[src/rtl/dco_code_ctrl_if.sv]
// Interface bundling the DCO code controller's control and status signals.
// Optional override ports exist only when DCO_CODE_FORCE_EN is defined.
interface dco_code_ctrl_if #(
    parameter int WIDTH = 5
);
    logic             start;
    logic             up;
    logic             dn;
    logic [WIDTH-1:0] code;
    logic             busy;
    logic             locked;
`ifdef DCO_CODE_FORCE_EN
    logic             force_en;
    logic [WIDTH-1:0] force_code;
`endif

    modport master (
        output start, up, dn,
`ifdef DCO_CODE_FORCE_EN
        output force_en, force_code,
`endif
        input  code, busy, locked
    );

    modport slave (
        input  start, up, dn,
`ifdef DCO_CODE_FORCE_EN
        input  force_en, force_code,
`endif
        output code, busy, locked
    );
endinterface

[src/rtl/dco_code_ctrl.sv]
// DCO frequency acquisition and tracking controller.
// A binary search sets the coarse code, then a bang-bang integrator tracks it,
// and a lock flag rises after enough alternating tracking steps.
// Optional feature macro: DCO_CODE_FORCE_EN (adds a code override through the interface).
module dco_code_ctrl #(
    parameter int WIDTH      = 5,
    parameter int SETTLE_CYC = 16,
    parameter int TRACK_TH   = 4,
    parameter int LOCK_CNT   = 8
) (
    input  logic           clk,
    input  logic           rstb,
    dco_code_ctrl_if.slave bus
);
    localparam int BW = (WIDTH > 1) ? $clog2(WIDTH) : 1;
    localparam int CW = (SETTLE_CYC > 1) ? $clog2(SETTLE_CYC) : 1;
    localparam int AW = $clog2(TRACK_TH + 1) + 1;
    localparam int LW = $clog2(LOCK_CNT + 1);

    localparam logic [WIDTH-1:0]     MID      = {1'b1, {(WIDTH-1){1'b0}}};
    localparam logic [WIDTH-1:0]     MAXC     = {WIDTH{1'b1}};
    localparam logic [CW-1:0]        LAST_CYC = CW'(SETTLE_CYC - 1);
    localparam logic [BW-1:0]        TOP_BIT  = BW'(WIDTH - 1);
    localparam logic [LW-1:0]        LMAX     = LW'(LOCK_CNT);
    localparam logic signed [AW-1:0] ACC_ONE  = 1;
    localparam logic signed [AW-1:0] ACC_HI   = AW'(TRACK_TH);
    localparam logic signed [AW-1:0] ACC_LO   = -ACC_HI;

    typedef enum logic [1:0] {IDLE, SAR, TRACK} state_t;

    state_t                state, state_n;
    logic [WIDTH-1:0]      code, code_n;
    logic                  busy, busy_n;
    logic                  locked, locked_n;
    logic [BW-1:0]         bit_idx, bit_n;
    logic [CW-1:0]         cnt, cnt_n;
    logic signed [AW-1:0]  acc, acc_n, acc_sum;
    logic [LW-1:0]         lcnt, lcnt_n;
    logic                  prev_up, prev_up_n;
    logic                  have_prev, have_prev_n;
    logic                  upd_up, upd_dn, rail;

    assign bus.code   = code;
    assign bus.busy   = busy;
    assign bus.locked = locked;

    // Register all controller state; every output comes straight from a flop
    always_ff @(posedge clk) begin
        if (!rstb) begin
            state     <= IDLE;
            code      <= MID;
            busy      <= 1'b0;
            locked    <= 1'b0;
            bit_idx   <= TOP_BIT;
            cnt       <= '0;
            acc       <= '0;
            lcnt      <= '0;
            prev_up   <= 1'b0;
            have_prev <= 1'b0;
        end else begin
            state     <= state_n;
            code      <= code_n;
            busy      <= busy_n;
            locked    <= locked_n;
            bit_idx   <= bit_n;
            cnt       <= cnt_n;
            acc       <= acc_n;
            lcnt      <= lcnt_n;
            prev_up   <= prev_up_n;
            have_prev <= have_prev_n;
        end
    end

    // Next-state logic: override, then restart, then the search or tracking step
    always_comb begin
        state_n     = state;
        code_n      = code;
        busy_n      = busy;
        locked_n    = locked;
        bit_n       = bit_idx;
        cnt_n       = cnt;
        acc_n       = acc;
        lcnt_n      = lcnt;
        prev_up_n   = prev_up;
        have_prev_n = have_prev;
        acc_sum     = acc;
        upd_up      = 1'b0;
        upd_dn      = 1'b0;
        rail        = 1'b0;

`ifdef DCO_CODE_FORCE_EN
        if (bus.force_en) begin
            state_n     = IDLE;
            code_n      = bus.force_code;
            busy_n      = 1'b0;
            locked_n    = 1'b0;
            acc_n       = '0;
            lcnt_n      = '0;
            have_prev_n = 1'b0;
        end else
`endif
        if (bus.start) begin
            state_n     = SAR;
            code_n      = MID;
            busy_n      = 1'b1;
            locked_n    = 1'b0;
            bit_n       = TOP_BIT;
            cnt_n       = '0;
            acc_n       = '0;
            lcnt_n      = '0;
            have_prev_n = 1'b0;
        end else begin
            case (state)
                SAR: begin
                    if (cnt == LAST_CYC) begin
                        cnt_n = '0;
                        if (!(bus.up && !bus.dn)) begin
                            code_n[bit_idx] = 1'b0;
                        end
                        if (bit_idx == '0) begin
                            state_n     = TRACK;
                            busy_n      = 1'b0;
                            acc_n       = '0;
                            lcnt_n      = '0;
                            locked_n    = 1'b0;
                            have_prev_n = 1'b0;
                        end else begin
                            code_n[bit_idx - BW'(1)] = 1'b1;
                            bit_n                    = bit_idx - BW'(1);
                        end
                    end else begin
                        cnt_n = cnt + CW'(1);
                    end
                end
                TRACK: begin
                    if (bus.up && !bus.dn) begin
                        acc_sum = acc + ACC_ONE;
                    end else if (bus.dn && !bus.up) begin
                        acc_sum = acc - ACC_ONE;
                    end
                    acc_n  = acc_sum;
                    upd_up = (acc_sum == ACC_HI);
                    upd_dn = (acc_sum == ACC_LO);
                    if (upd_up || upd_dn) begin
                        acc_n = '0;
                        rail  = upd_up ? (code == MAXC) : (code == '0);
                        if (!rail) begin
                            code_n = upd_up ? code + WIDTH'(1) : code - WIDTH'(1);
                        end
                        if (rail || !have_prev) begin
                            lcnt_n = '0;
                        end else if (prev_up != upd_up) begin
                            lcnt_n = (lcnt == LMAX) ? lcnt : lcnt + LW'(1);
                        end else begin
                            lcnt_n = '0;
                        end
                        have_prev_n = 1'b1;
                        prev_up_n   = upd_up;
                        locked_n    = (lcnt_n == LMAX);
                    end
                end
                default: begin
                end
            endcase
        end
    end
endmodule

[src/flat_wrapper.sv]
// flat-port wrapper written by rule: the top's interface ports become plain ports
module dco_code_ctrl_flat 
#(
    parameter int WIDTH      = 5,
    parameter int SETTLE_CYC = 16,
    parameter int TRACK_TH   = 4,
    parameter int LOCK_CNT   = 8
)
  (clk, rstb, bus_start, bus_up, bus_dn, bus_code, bus_busy, bus_locked);
  dco_code_ctrl_if #(.WIDTH(WIDTH)) bus_i ();
  input  logic clk;
  input  logic rstb;
  input wire logic [$bits(bus_i.start)-1:0] bus_start;
  input wire logic [$bits(bus_i.up)-1:0] bus_up;
  input wire logic [$bits(bus_i.dn)-1:0] bus_dn;
  output wire logic [$bits(bus_i.code)-1:0] bus_code;
  output wire logic [$bits(bus_i.busy)-1:0] bus_busy;
  output wire logic [$bits(bus_i.locked)-1:0] bus_locked;
  assign bus_i.start = bus_start;
  assign bus_i.up = bus_up;
  assign bus_i.dn = bus_dn;
  assign bus_code = bus_i.code;
  assign bus_busy = bus_i.busy;
  assign bus_locked = bus_i.locked;
  dco_code_ctrl #(.WIDTH(WIDTH), .SETTLE_CYC(SETTLE_CYC), .TRACK_TH(TRACK_TH), .LOCK_CNT(LOCK_CNT)) u_core (.clk(clk), .rstb(rstb), .bus(bus_i));
endmodule
[config.mk]
export PLATFORM = sky130hd
export DESIGN_NAME = dco_code_ctrl_flat
export DESIGN_NICKNAME = d
export VERILOG_FILES = /design/src/rtl/dco_code_ctrl_if.sv /design/src/rtl/dco_code_ctrl.sv /design/src/flat_wrapper.sv
export SDC_FILE = /design/constraint.sdc
export NUM_CORES = 1
export LEC_CHECK = 0
export BUFFER_PORTS_ARGS = -buffer_cell sky130_fd_sc_hd__buf_4
export CORE_ASPECT_RATIO = 0.7
export CORE_MARGIN = 3
export CORE_UTILIZATION = 64
export CTS_CLUSTER_SIZE = 25
export DETAILED_ROUTE_END_ITERATION = 10
export PLACE_DENSITY = 0.83
export SYNTH_ARGS = -nofsm -noshare
export SYNTH_HDL_FRONTEND = slang
export SYNTH_SLANG_ARGS = --single-unit
[constraint.sdc]
create_clock -name clk -period 6.9 [get_ports clk]
set_clock_uncertainty 0.05 [all_clocks]
set_input_delay 1.725 -clock clk [delete_from_list [all_inputs] [get_ports clk]]
set_output_delay 1.725 -clock clk [all_outputs]
set_load 0.1 [all_outputs]
# After elaboration in Yosys (flattened, before gate mapping)
# Cells that the tools add are included.
# totals
ff_bits,26
input_bits,5
out_inout_bits,7
wordCells,108
# op_classes
n_addsub,7
magnitude_cmp,4
n_eq_ne,13
mux,44
n_bitwise,6
reduce_logical,23
# ops
cell,n
4-bit two-way mux,15
5-bit two-way mux,9
"4-bit equality test, second input constant",4
4-bit one-hot mux with 2 select lines,2
3-bit AND reduction,5
1-bit two-way mux,13
5-bit one-hot mux with 2 select lines,1
"4-bit by 1-bit adder with 4-bit output, second input constant",2
"3-bit by 4-bit less-than comparator with 1-bit output, second input constant",2
4-bit AND reduction,2
2-bit nonzero test,4
1-bit demux with 3-bit select,2
"3-bit by 1-bit greater-or-equal comparator with 1-bit output, second input constant",2
"2-bit by 1-bit inequality test with 1-bit output, second input constant",3
"5-bit by 1-bit adder with 5-bit output, second input constant",1
5-bit AND,1
"5-bit equality test, second input constant",1
5-bit zero test,1
5-bit NOT,1
5-bit OR,1
"5-bit by 1-bit subtractor with 5-bit output, second input constant",1
"4-bit by 2-bit adder with 4-bit output, second input constant",1
"4-bit by 3-bit equality test with 1-bit output, second input constant",1
1-bit logical AND,4
12 further kinds,18

# Logic depth before layout (Yosys ltp)
# Gate-level depths: netlist of the first run.
# logic_depth
word_depth,16
mapped_depth,17
mapped_depth_nobuf,15

# Worst setup path before layout of the first run
# No wires, ideal clock.
# synth_path
path_type,input -> register
from,in bus_up
to,"reg u_core.code[4], in the netlist u_core.bus.code[4]"
setup_time_ps,130
t_arrival_ps,3835
required_ps,6720
path_slack_ps,2885
cell_stages,12
path_buffers,1
path_cell_list,xnor2_1 a211o_1 o21ai_2 buf_6 or2_2 ha_1 a21o_1 a21oi_1 xor2_1 xnor2_1 o2111ai_1 nand3_1
# synth_between
elab_chain_cells,11
word_cells_on_any_way,25
classes_between,4 x eq/ne; 15 x mux; 1 x bitwise; 5 x reduce/logical
# synth_lines
element,line_no,source
"start, declared",flat_wrapper.sv:14,input wire logic [$bits(bus_i.up)-1:0] bus_up;
1-bit zero test,dco_code_ctrl.sv:138,end else if (bus.dn && !bus.up) begin
1-bit logical AND,dco_code_ctrl.sv:138,
4-bit two-way mux,dco_code_ctrl.sv:138,
4-bit two-way mux,dco_code_ctrl.sv:136,if (bus.up && !bus.dn) begin
4-bit two-way mux,dco_code_ctrl.sv:113,case (state)
4-bit two-way mux,dco_code_ctrl.sv:102,if (bus.start) begin
4-bit equality test,dco_code_ctrl.sv:142,upd_up = (acc_sum == ACC_HI);
5-bit two-way mux,dco_code_ctrl.sv:148,code_n = upd_up ? code + WIDTH'(1) : code - WIDTH'(1);
5-bit two-way mux,dco_code_ctrl.sv:147,if (!rail) begin
5-bit two-way mux,dco_code_ctrl.sv:144,if (upd_up || upd_dn) begin
5-bit one-hot mux with 2 select lines,dco_code_ctrl.sv:113,
"end signal, assigned",dco_code_ctrl.sv:62,code <= code_n;
"end, declared",dco_code_ctrl.sv:32,"logic [WIDTH-1:0] code, code_n;"
# Parallel ways exist; a longest one is shown, timed or not. The select of a mux whose other input is x is not followed.
# A chain may end at the register's enable or synchronous reset.

# Worst setup path after layout of the first run
# Ends and elaborated chain as after synthesis.

==> results of run 1 <==
[layer usage]
| metal | global-route usage [%] | share of wire, % | up-vias |
|---|---|---|---|
| met4 | 9.55 | 1.6 | 0 |
| li1 | - | - | 816 |
| met1 | 32.8 | 48 | 785 |
| met5 | 0 | 0 | - |
| met3 | 6.80 | 6.3 | 12 |
| met2 | 39.9 | 44 | 56 |
[state kept, by name, summed over array words and instances, names as in the netlist]
register / flops
u_core.acc: 4
u_core.bit_idx: 3
u_core.bus.code: 5
u_core.bus.locked: 1
u_core.cnt: 4
u_core.have_prev: 1
u_core.lcnt: 4
u_core.prev_up: 1
u_core.state: 2
[through the flow]
| step | hold WS, ps | power (uW) | cells |
|---|---|---|---|
| floorplan | 417 | 190 | 220 |
| global route | 463 | 307 | 262 |
| finish | 445 | 294 | 262 |
| CTS | 445 | 294 | 262 |
| detailed placement | 417 | 201 | 258 |
| global placement | 416 | 199 | 258 |
[cells by family after synthesis]
logic type / after synthesis / synth area share, %
simple gates: 84 / 23.9
compound gates: 59 / 24.2
flops: 25 / 27.6
buf+inv: 23 / 5.24
fa+ha+maj: 13 / 9.39
xor+xnor: 10 / 6.00
mux: 6 / 3.73
[final timing paths]
path                     start            endpoint  slack, ps  cells after the start
min          u_core.bus.locked   u_core.bus.locked        440                      1
max                     bus_up  u_core.bus.code[4]       2810                     12
max reg2reg      u_core.acc[0]  u_core.bus.code[4]       3550                     15
min reg2reg  u_core.bus.locked   u_core.bus.locked        440                      1
[layout make-up]
cell class	count	area (um^2)
Fill cell	183	618
Timing Repair Buffer	11	82.6
Clock buffer	3	41.3
Clock inverter	1	8.76
Sequential cell	25	500
Inverter	16	60.1
Multi-Input combinational cell	172	1220
Tap cell	34	42.5
[power by group]
| part | total [uW] | switching [uW] | internal (uW) |
|---|---|---|---|
| logic | 50.6 | 33.2 | 17.4 |
| clock network | 95.0 | 52.5 | 42.5 |
| registers | 148 | 2.46 | 146 |
| total | 294 | 88.2 | 206 |
[cell usage in the layout (no fill, tap or decap), drive strengths merged, types with 2 or more instances in the layout]
master   count
nand3        5
buf         11
or3          2
nor4         6
mux2i        3
a2bb2oi      2
xnor2        6
clkbuf       3
o21a         3
a31oi        6
mux2         3
ha          12
o21ai       12
nand2b       4
nor2        22
dfxtp       25
a21oi       17
nand4        4
nand2       16
nor2b        3
or4          2
nand3b       3
a21o         4
and3         2
inv         16
a211oi       4
xor2         3
nor3        10
[cells in the mapped netlist (2+ instances only)]
master and number:
a211oi_1 4, a21o_1 4, a21oi_1 16, a31oi_1 5, and3_1 2, clkbuf_1 5
dfxtp_1 25, ha_1 12, inv_1 15, mux2_2 2, mux2i_1 3, nand2_1 16
nand2b_1 3, nand3_1 5, nand3b_1 3, nand4_1 4, nor2_1 22, nor2b_1 3
nor3_1 10, nor4_1 6, o21a_1 2, o21ai_0 10, o21ai_2 2, or3_1 2
or4_1 2, xnor2_1 5, xor2_1 3
==> results.yml, run 1 <==
finish:
  diodes: 0
  postLayoutCoreUtil_pct: 76.0
  layout-drive-gt1-share_pct: 13.2
  stdcell_area_mm2: 0.00195
  layout.nets: 247
  syn_to_final_growth_pct: 7.73
sta:
  tightest_slew_ps: 691
  finalCritPeriodShare_pct: 59.2
  max-slew-margin-rel_pct: 54.0
  fin_ws_ps: 2810
  report.final.slew_viol_count: 0
  fin_crit_ps: 4090
  rsz0062_at_grt: "false"
  finalSetupViolCount: 0
  hold_viol: 0
  fmax_mhz: 245
  fin_tns_setup_ps: 0
detailed_routing:
  initialDrtViolationCount: 79
  avgRoutedWirePerCell_um: 16.0
  vias: 1669
  drc: 0
  dr.pass1.iters: 4
  wl_mm: 4.20
  antenna_left: 0
  viasPerCell: 6.37
synth:
  ys_seq_area_share_pct: 27.6
  synth_edf_count: 0
  yosysWarningCount: 0
  yosysTopAreaCellShare_pct: 27.6
  ys_top_cells_by_area: "dfxtp_1, ha_1, nor2_1"
  synth.net_count: 238
  syn_area_mm2: 0.00181
  ys.flop_type: "dfxtp_1"
  ys_async_sr_fraction_pct: 0
  syn_avg_cell_area_um2: 8.24
  yosys.area.top_type: "dfxtp_1"
  synth_seq_cells: 25
  netlist_instances: 220
  synth_cell_types: 56
cts:
  cts_resized: 0
  cts.sinks: 25
  postCtsSetupRepairBufs: 0
  worstSkewPairLatency_ps: 280
  clkSlewWorstSetupHoldPaths_ps: 90
  cts_buffers: 3
  root_buffer: "clkbuf_8"
  clk_path_buf_depth: 2
  hold_buffers: 0
  tritoncts: "yes"
  h-tree-depth: 1
run_status:
  run_status: "finished clean"
floorplan:
  die_x_um: 69.6
  fp.dieH_um: 50.5
  initial_core_util_pct: 70.5
  dieArea_mm2: 0.00352
  row_count: 15
  ios: 12
  coreArea_mm2: 0.00257
power_and_ir_drop:
  leakage_uw: 0.000751
  ir_drop_v: 0.000123
  p_per_area_mw_per_mm2: 150
worst_setup_path:
  end_kind: "flip-flop"
  cp_data_arrival_time_ps: 4200
  cp-start-kind: "input pin"
  crit_buf_inv: 1
  crit_family: "compound AO/OA/AOI/OAI gates"
  cp_slowest_cell: "or2_2"
  critical_path_class: "in -> reg"
  crit_chain: "buf_4, xnor2_1, a211o_1, o21ai_2, or2_2, ha_1, a21o_1, a21oi_1, xor2_1, xnor2_1, o2111ai_1, nand3_1"
  crit_fanout: 11
  path_common_cell: "xnor2_1"
  critPathMaxStageDelay_ps: 380
  cp.required_ps: 7010
global_routing:
  grt_start_max_net_pins: 17
  overflow: 0
  grt_pass1_vias: 1549
  antenna_found_initial: 0
  grt_pass1_wl_mm: 7.11
  grt_use_total_pct: 25.1
placed_design:
  dpl_cell_area_mm2: 0.00190
  portBuffers: 11
  dp_slack_ps: 2550
  place_hpwl_mm: 3.14
  place_congestion: 0.968
flow_run:
  drv_cap: 0
min_path:
  min_path_type: "reg -> reg"
Note: power is estimated with default switching activity, not from simulation.
==> inputs of run 2 (changes only) <==
--- a/config.mk
+++ b/config.mk
@@ -8,10 +8,10 @@
 export BUFFER_PORTS_ARGS = -buffer_cell sky130_fd_sc_hd__buf_4
 export CORE_ASPECT_RATIO = 0.7
 export CORE_MARGIN = 3
-export CORE_UTILIZATION = 64
+export CORE_UTILIZATION = 54
 export CTS_CLUSTER_SIZE = 25
 export DETAILED_ROUTE_END_ITERATION = 10
-export PLACE_DENSITY = 0.83
+export PLACE_DENSITY = 0.74
 export SYNTH_ARGS = -nofsm -noshare
 export SYNTH_HDL_FRONTEND = slang
 export SYNTH_SLANG_ARGS = --single-unit
==> constraint.sdc (replaced) <==
create_clock -name clk -period 3.35 [get_ports clk]
set_clock_uncertainty 0.05 [all_clocks]
set_input_delay 0.8375 -clock clk [delete_from_list [all_inputs] [get_ports clk]]
set_output_delay 0.8375 -clock clk [all_outputs]
set_load 0.1 [all_outputs]
==> results.yml, run 2 (synthesized netlist as in run 1, its figures left out) <==
floorplan:
  coreArea_mm2: 0.00300
  die_x_um: 75.3
  fp.dieH_um: 54.5
  dieArea_mm2: 0.00410
  row_count: 16
  initial_core_util_pct: 60.4
  ios: 12
placed_design:
  place_congestion: 0.886
  dpl_cell_area_mm2: 0.00192
  portBuffers: 11
  place_hpwl_mm: 3.07
sta:
  hold_viol: 0
  report.final.slew_viol_count: 0
  fin_tns_setup_ps: 0
  fin_crit_ps: 3120
  fmax_mhz: 321
  max-slew-margin-rel_pct: 50.7
  rsz0062_at_grt: "false"
  tightest_slew_ps: 739
  finalCritPeriodShare_pct: 93.0
  finalSetupViolCount: 0
worst_setup_path:
  rr_startpoint: "u_core.acc[1]"
  critPathMaxStageDelay_ps: 470
  critical_path_class: "reg -> reg"
  r2r_cells: 13
  crit_buf_inv: 1
  end_kind: "flip-flop"
  cp_slowest_cell: "dfxtp_1"
  crit_fanout: 7
  crit_chain: "inv_1, ha_1, and4bb_2, a211o_1, o21ai_2, or2_2, ha_1, a21o_1, a21oi_1, xor2_1, xnor2_1, o2111ai_1, nand3_1"
  cp-start-kind: "flip-flop"
  r2r_end: "u_core.bus.code[4]"
  crit_family: "simple AND/OR/NAND/NOR gates"
  cp.required_ps: 3450
  path_common_cell: "ha_1"
  cp_data_arrival_time_ps: 3220
  rrSetupSlack_ps: 230
finish:
  stdcell_area_mm2: 0.00197
  largest_register: "u_core.bus.code"
  final_cell_mix: "dfxtp_1, nor2_1, a21oi_1, nand2_1, inv_1"
  layout.nets: 249
  layout-drive-gt1-share_pct: 14.3
  syn_to_final_growth_pct: 8.56
  largest_register_ffs: 5
  final_common_cell: "dfxtp_1"
  diodes: 0
power_and_ir_drop:
  ir_drop_v: 0.000241
  leakage_uw: 0.000760
  p_per_area_mw_per_mm2: 300
detailed_routing:
  vias: 1641
  antenna_left: 0
  drc: 0
  wl_mm: 4.03
  viasPerCell: 6.17
  initialDrtViolationCount: 91
  dr.pass1.iters: 4
  avgRoutedWirePerCell_um: 15.1
cts:
  cts_buffers: 3
  clkSlewWorstSetupHoldPaths_ps: 100
  hold_buffers: 0
  clk_path_buf_depth: 2
  worstSkewPairLatency_ps: 270
  root_buffer: "clkbuf_8"
  cts.sinks: 25
  h-tree-depth: 1
  tritoncts: "yes"
global_routing:
  antenna_found_initial: 0
  grt_start_max_net_pins: 17
  grt_use_total_pct: 22.2
  grt_pass1_wl_mm: 6.90
  grt_pass1_vias: 1532
  overflow: 0
min_path:
  min_path_type: "reg -> reg"
  whs_path_depth: 1
  min_to: "u_core.bus.locked"
  min_from: "u_core.bus.locked"
flow_run:
  drv_cap: 0
run_status:
  run_status: "finished clean"
run 2: cell types whose count changed in the layout (fill, tap and decap cells not counted), sizes merged:
cell	previous run	this run
clkinv	1	2
inv	16	15
buf	11	13
run 2: worst reg2reg max path, stage by stage, from the launching register on:
cell       delay (ps)
dfxtp_1           470
inv_1              70
ha_1              320
and4bb_2          310
a211o_1           130
o21ai_2            70
or2_2             340
ha_1              340
a21o_1            190
a21oi_1           170
xor2_1            200
xnor2_1            90
o2111ai_1         170
nand3_1            90
run 2: repair_timing:
item                                    in CTS  in global routing
resized for setup                            0                  1
endpoints found under the setup margin       0                  2
setup buffers                                0                  0
run 2: through the flow:
step           total power (uW)  utilization, %  hold slack [ps]  std cells  setup WS [ps]
2_1_floorplan               391               -              417        220            223
3_3_place_gp                413            64.0              414        262            120
3_5_place_dp                417            64.0              429        262           20.6
4_1_cts                     597            65.5              453        266            166
5_1_grt                     617            65.5              462        266           62.1
6_report                    591            65.5              450        266            234
run 2: area by class of cell:
type | count | area, um^2
clock buffer | 3 | 41.3
clock inverter | 1 | 5.00
fill | 264 | 1030
inverter | 16 | 60.1
multi-input combinational | 172 | 1220
sequential | 25 | 502
tap | 36 | 45.0
timing repair buffer | 13 | 97.6
run 2: routing by layer:
metal / share of wire (%) / vias up / track usage [%]
met5: 0 / - / 0
met4: 0.35 / 0 / 4.36
met3: 9.2 / 2 / 4.04
met2: 43 / 66 / 35.7
met1: 47 / 752 / 31.4
li1: - / 821 / -
run 2: power by group:
group	internal, uW	total, uW	switching (uW)
registers	300	305	4.77
logic	37.4	106	68.5
clock network	83.2	180	96.8
total	421	591	170
run 2: worst max-delay path by stage:
stage                     slack, ps  depth (start not counted)     startpoint            endpoint
after floorplan                 220                         12         bus_up  u_core.bus.code[4]
after global placement          120                         12         bus_up  u_core.bus.code[4]
after detailed placement         20                         12         bus_up  u_core.bus.code[4]
after CTS                       170                         13  u_core.acc[0]  u_core.bus.code[4]
after global routing             60                         15  u_core.acc[1]  u_core.bus.code[4]
final                           230                         13  u_core.acc[1]  u_core.bus.code[4]
